--- config.mk ---
export PLATFORM = sky130hd
export DESIGN_NAME = cpu_trace_streamer
export DESIGN_NICKNAME = d
export VERILOG_FILES = /design/src/rtl/cpu_trace_streamer.sv
export SDC_FILE = /design/constraint.sdc
export NUM_CORES = 1
export LEC_CHECK = 0
export CORE_UTILIZATION = 45
export DETAILED_ROUTE_END_ITERATION = 7
export PLACE_DENSITY = 0.81
export SYNTH_ARGS = -nofsm -noshare
export SYNTH_HDL_FRONTEND = slang
export SYNTH_SLANG_ARGS = --single-unit
--- constraint.sdc ---
create_clock -name clk_in -period 3.2 [get_ports clk_in]
set_clock_uncertainty 0.05 [all_clocks]
set_input_delay 0.32 -clock clk_in [delete_from_list [all_inputs] [get_ports clk_in]]
set_output_delay 0.32 -clock clk_in [all_outputs]
set_load 0.02 [all_outputs]
--- src/rtl/cpu_trace_streamer.sv ---
// rtl/cpu_trace_streamer.sv - retire-triggered pc/instr/register-file trace record streamer
// Emits 34 tagged words per record: pc, instr, then reg0..reg31 read through the debug port.
module cpu_trace_streamer #(
  parameter int DATA_W = 32,
  parameter int NREG   = 32,
  parameter int CNT_W  = 16
) (
  input  logic              clk_in,
  input  logic              reset,
  input  logic              commit,
  input  logic [DATA_W-1:0] pc_in,
  input  logic [DATA_W-1:0] inst_in,
  output logic [4:0]        dbg_raddr,
  input  logic [DATA_W-1:0] dbg_rdata,
  output logic              out_valid,
  input  logic              out_ready,
  output logic [DATA_W-1:0] out_data,
  output logic [5:0]        out_tag,
  output logic              out_last,
  output logic              busy,
  output logic [CNT_W-1:0]  dropped_cnt
);

  localparam logic [5:0] LAST_TAG = 6'(NREG + 1);

  typedef enum logic {IDLE, SEND} state_t;

  state_t             state_q;
  logic [DATA_W-1:0]  inst_q;
  logic [DATA_W-1:0]  data_q;
  logic [5:0]         tag_q;
  logic               valid_q;
  logic [CNT_W-1:0]   drop_q;

  logic               hs_d;
  logic               last_hs_d;
  logic               accept_d;
  logic               reg_pending_d;
  logic [5:0]         raddr_full_d;

  always_comb begin
    hs_d          = valid_q & out_ready;
    last_hs_d     = hs_d & (tag_q == LAST_TAG);
    // A commit is taken when idle or exactly in the closing handshake of a record.
    accept_d      = commit & ((state_q == IDLE) | last_hs_d);
    reg_pending_d = (state_q == SEND) && (tag_q >= 6'd1) && (tag_q < LAST_TAG);
    raddr_full_d  = tag_q - 6'd1;
    dbg_raddr     = reg_pending_d ? raddr_full_d[4:0] : 5'd0;
  end

  always_ff @(posedge clk_in or posedge reset) begin
    if (reset) begin
      state_q <= IDLE;
      inst_q  <= '0;
      data_q  <= '0;
      tag_q   <= '0;
      valid_q <= 1'b0;
      drop_q  <= '0;
    end else begin
      if (accept_d) begin
        inst_q  <= inst_in;
        data_q  <= pc_in;
        tag_q   <= 6'd0;
        valid_q <= 1'b1;
        state_q <= SEND;
      end else if (last_hs_d) begin
        tag_q   <= 6'd0;
        valid_q <= 1'b0;
        state_q <= IDLE;
      end else if (hs_d) begin
        tag_q  <= tag_q + 6'd1;
        data_q <= (tag_q == 6'd0) ? inst_q : dbg_rdata;
      end
      if (commit && !accept_d && (drop_q != {CNT_W{1'b1}})) begin
        drop_q <= drop_q + 1'b1;
      end
    end
  end

  assign out_valid   = valid_q;
  assign out_data    = data_q;
  assign out_tag     = tag_q;
  assign out_last    = valid_q & (tag_q == LAST_TAG);
  assign busy        = (state_q == SEND);
  assign dropped_cnt = drop_q;

endmodule

==> results.md <==
- Maximum number of buffers from clock root to sink: 2
- Weighted congestion at the end of routability-driven global placement: 0.913
- Largest net degree at the start of global routing: 65
- Post-CTS sizing: 0
- Final setup TNS: 0 ns
- Total setup buffers inserted after CTS: 0
- Number of sinks handled by clock tree synthesis: 87
- First-pass GRT wire length: roughly 19 mm
- Number of antenna diodes: 0
- Number of enable-type register cells in the synthesized netlist: 0
- Reg-to-Reg Start: out_tag[0]$_DFFE_PP0P_
- Unique masters post-synth: 38
- Synth cell count leaders: sky130_fd_sc_hd__nand2_1, sky130_fd_sc_hd__dfrtp_1, sky130_fd_sc_hd__nor2_1
- Non-filler instance count after layout: roughly 770
- Die Y: 101 µm
- Overall routing resource usage: 23.8%
- Layout filler cell count: 747
- TritonCTS Buffers: 9
- Max VDD drop: 0.445 mV
- End-of-flow core utilization: 67.0%
- Shortest period the worst path allows: 2.95 ns
- Clock insertion delay at the later pin of the skew report: 0.35 ns
- Clock root cell: sky130_fd_sc_hd__clkbuf_8
- Vias in the first global route: between 4,000 and 5,000
- Max Clk Rate: ~340 MHz
- Hold buffer count at CTS: 0
- Congestion Overflow GR: 0
- Synthesized area: between 4000 and 5000 µm²
- Die width: 101 µm
- Required time worst endpoint: 2.83 ns
- Share of the yosys chip area belonging to registers: between 40% and 50%
- Area share of the leading cell type in the synthesized netlist: 48.9%
- # port buffers: 161
- DRC violation count after routing: 0
- Average size of a mapped cell: roughly 9.0 µm²
- Max Slew Vio Count: 0
- Leading area contributor after synthesis: sky130_fd_sc_hd__dfrtp_1
- Worst setup endpoint: dbg_raddr[2]
- TritonCTS clock tree: yes
- Largest incremental delay on the critical path: 0.54 ns
- Max-capacitance violation count: 0
- Syn. warnings: 0
- Number of nets at the end of the flow: between 700 and 800
- PD cells: 604 nW/µm²
- Leakage power of the design: between 2 and 3 nW
- Origin of the worst setup path: out_tag[2]$_DFFE_PP0P_
- Area of the die: 10,300 µm²
- Post-synthesis async set-or-reset flop share: 100%
- Vias after detailed routing: 4,113
- Crit. End Element: output port
- Worst Path Buf+Inv: 1
- Ys flop type: sky130_fd_sc_hd__dfrtp_1
- Detailed-route vias per instance: 5.32
- Startpoint class of the critical path: flop
- Row cnt: 35
- Effective utilization at floorplan: 47.3%
- Cell at the slowest stage of the critical path: sky130_fd_sc_hd__clkdlybuf4s50_1
- Max Fanout on Critical Path: 9
- Synthesized flop and latch total: 87
- RSZ-0062 raised after global routing: false
- Headroom to the max-slew limit: 30.1%
- Power after layout: 3.81 mW
- Final critical-path share of the clock period: 92.3%
- Boundary Pins: 162
- Synthesized instance count: 494
- Cell family with the largest share of critical-path delay: simple AND/OR/NAND/NOR gates
- Post-CTS clock slew at the launch and capture registers of the worst setup and hold paths: 0.09 ns
- Mean routed wirelength per cell: between 15 and 20 µm
- Worst reg2reg setup slack: 0.58 ns
- Reg2Reg Depth: 7
- Run status: finished, final reports clean
- Total nets after synthesis: between 500 and 600
- Fraction of layout instances using a drive strength above 1: 4.66%
- Number of H-tree levels: 3
- Chain of cells forming the critical path: or3_4 > or4_1 > nand3_1 > nor2_1 > clkdlybuf4s50_1
- Depth of the critical timing path with buffers and inverters included: 5
- Initial DRC Count: around 190
- Area contributors post-synth: sky130_fd_sc_hd__dfrtp_1, sky130_fd_sc_hd__nand2_1, sky130_fd_sc_hd__o31ai_1
- Count of final hold-check violations: 0
- Most frequently used cell type in the post-synthesis netlist: sky130_fd_sc_hd__nand2_1
- Wirelength, routed: 11.8 mm
- Detailed-placement wirelength estimate: between 8 and 9 mm
- Transition time at the pin with the least slew margin: 1.04 ns
- Initial antenna violation count: 0
- P&R area growth vs syn: 41.9%
- Initial DRT Pass Iterations: 6
- Reg-to-Reg End: out_data[23]$_DFFE_PP0P_
- Min-Delay Path Class: input port to async pin
- Placeable core area: 9420 µm²
- Number of failing setup endpoints in the final timing report: 0
- Dpl cells: 758
- Start-to-end type of the worst setup path: flop to output port
- Arrival time of the worst setup path: 2.58 ns
- Detail Route Antenna Nets: 0
how the worst min path moves through the flow:
stage | startpoint | slack (ns) | end | depth (start not counted)
3_5_place_dp | inst_q[0]$_DFFE_PP0P_ | 0.40 | inst_q[0]$_DFFE_PP0P_ | 2
4_1_cts | reset | 0.28 | dropped_cnt[1]$_DFFE_PP0P_ | 2
3_3_place_gp | inst_q[30]$_DFFE_PP0P_ | 0.40 | inst_q[30]$_DFFE_PP0P_ | 2
2_1_floorplan | inst_in[0] | 0.38 | inst_q[0]$_DFFE_PP0P_ | 2
5_1_grt | reset | 0.31 | dropped_cnt[1]$_DFFE_PP0P_ | 2
6_report | reset | 0.26 | dropped_cnt[1]$_DFFE_PP0P_ | 2
cell families (layout without fill, tap and decap cells):
family                   after synthesis  count (layout)  share of synthesized area (%)
flip-flops                            87              87                           48.9
buffers and inverters                 40             190                           5.06
AND/OR/NAND/NOR                      262             262                           26.5
multiplexers                           6               6                           1.49
AO/OA/AOI/OAI                         76              76                           13.1
XOR/XNOR                              18              18                           3.54
adder cells (fa/ha/maj)                5               5                           1.41
worst register-to-register path: cells and delay by family, from the launching register on:
kind                       cells  cell delay [ns]
AOI/OAI and AO/OA              2             0.43
adders and majority gates      1             0.16
buffers and inverters          2             0.43
DFF                            1             0.46
and+or+nand+nor                2             0.95
state kept, by name, indices dropped and copies added, names as in the netlist:
name and cells:
dropped_cnt 16, inst_q 32, out_data 32, out_tag 6
out_valid 1
power breakdown:
group | leakage, nW | internal (mW) | total (mW) | switching, mW
Combinational | 1.72 | 0.711 | 1.49 | 0.783
Sequential | 1.10 | 1.34 | 1.56 | 0.219
Clock | 0.0888 | 0.359 | 0.755 | 0.396
Total | 2.91 | 2.41 | 3.81 | 1.40
cell type report:
type | instances | area (µm²) | share of cell area, %
Clock inverter | 5 | 58.8 | 0.932
Inverter | 7 | 27.5 | 0.436
Timing Repair Buffer | 168 | 1700 | 27.0
Tap cell | 129 | 161 | 2.56
Sequential cell | 87 | 2180 | 34.5
Clock buffer | 10 | 128 | 2.02
Multi-Input combinational cell | 367 | 2060 | 32.6
through the flow:
| step | setup slack [ns] | cell area, µm² | hold slack (ns) |
|---|---|---|---|
| global route | 0.121 | 6310 | 0.312 |
| floorplan | 0.580 | 4450 | 0.375 |
| finish | 0.246 | 6310 | 0.261 |
| detailed placement | 0.590 | 6130 | 0.405 |
| CTS | 0.234 | 6310 | 0.278 |
| global placement | 0.655 | 6130 | 0.400 |
layer usage:
layer / part of all wire [%] / wire [µm] / vias to the layer above / track usage [%]
li1: - / - / 1993 / -
met1: 44 / 5190 / 1961 / 30.5
met2: 48 / 5620 / 143 / 40.0
met3: 6.6 / 782 / 16 / 4.97
met4: 1.7 / 197 / 0 / 8.47
met5: 0 / 0 / - / 0
cells in the final DEF, fill, tap and decap left out, types with 2 or more instances in the layout:
master | Yosys | final
sky130_fd_sc_hd__dfrtp_1 | 87 | 87
sky130_fd_sc_hd__a211oi_1 | 32 | 32
sky130_fd_sc_hd__clkdlybuf4s50_1 | 0 | 161
sky130_fd_sc_hd__xnor2_1 | 2 | 2
sky130_fd_sc_hd__nor4_1 | 7 | 7
sky130_fd_sc_hd__clkinvlp_4 | 0 | 2
sky130_fd_sc_hd__clkbuf_8 | 0 | 9
sky130_fd_sc_hd__nor4b_1 | 2 | 2
sky130_fd_sc_hd__nand4_1 | 6 | 6
sky130_fd_sc_hd__xor2_1 | 16 | 16
sky130_fd_sc_hd__o31ai_1 | 33 | 33
sky130_fd_sc_hd__nor3_1 | 10 | 10
sky130_fd_sc_hd__buf_4 | 2 | 4
sky130_fd_sc_hd__inv_1 | 7 | 6
sky130_fd_sc_hd__buf_12 | 0 | 3
sky130_fd_sc_hd__ha_1 | 5 | 5
sky130_fd_sc_hd__clkinv_2 | 0 | 2
sky130_fd_sc_hd__mux2_1 | 4 | 4
sky130_fd_sc_hd__nand2_1 | 141 | 141
sky130_fd_sc_hd__o21ai_0 | 2 | 2
sky130_fd_sc_hd__nand3_1 | 9 | 9
sky130_fd_sc_hd__nor2_1 | 43 | 43
sky130_fd_sc_hd__and3_1 | 36 | 36
(Power assumes the default switching activity.)
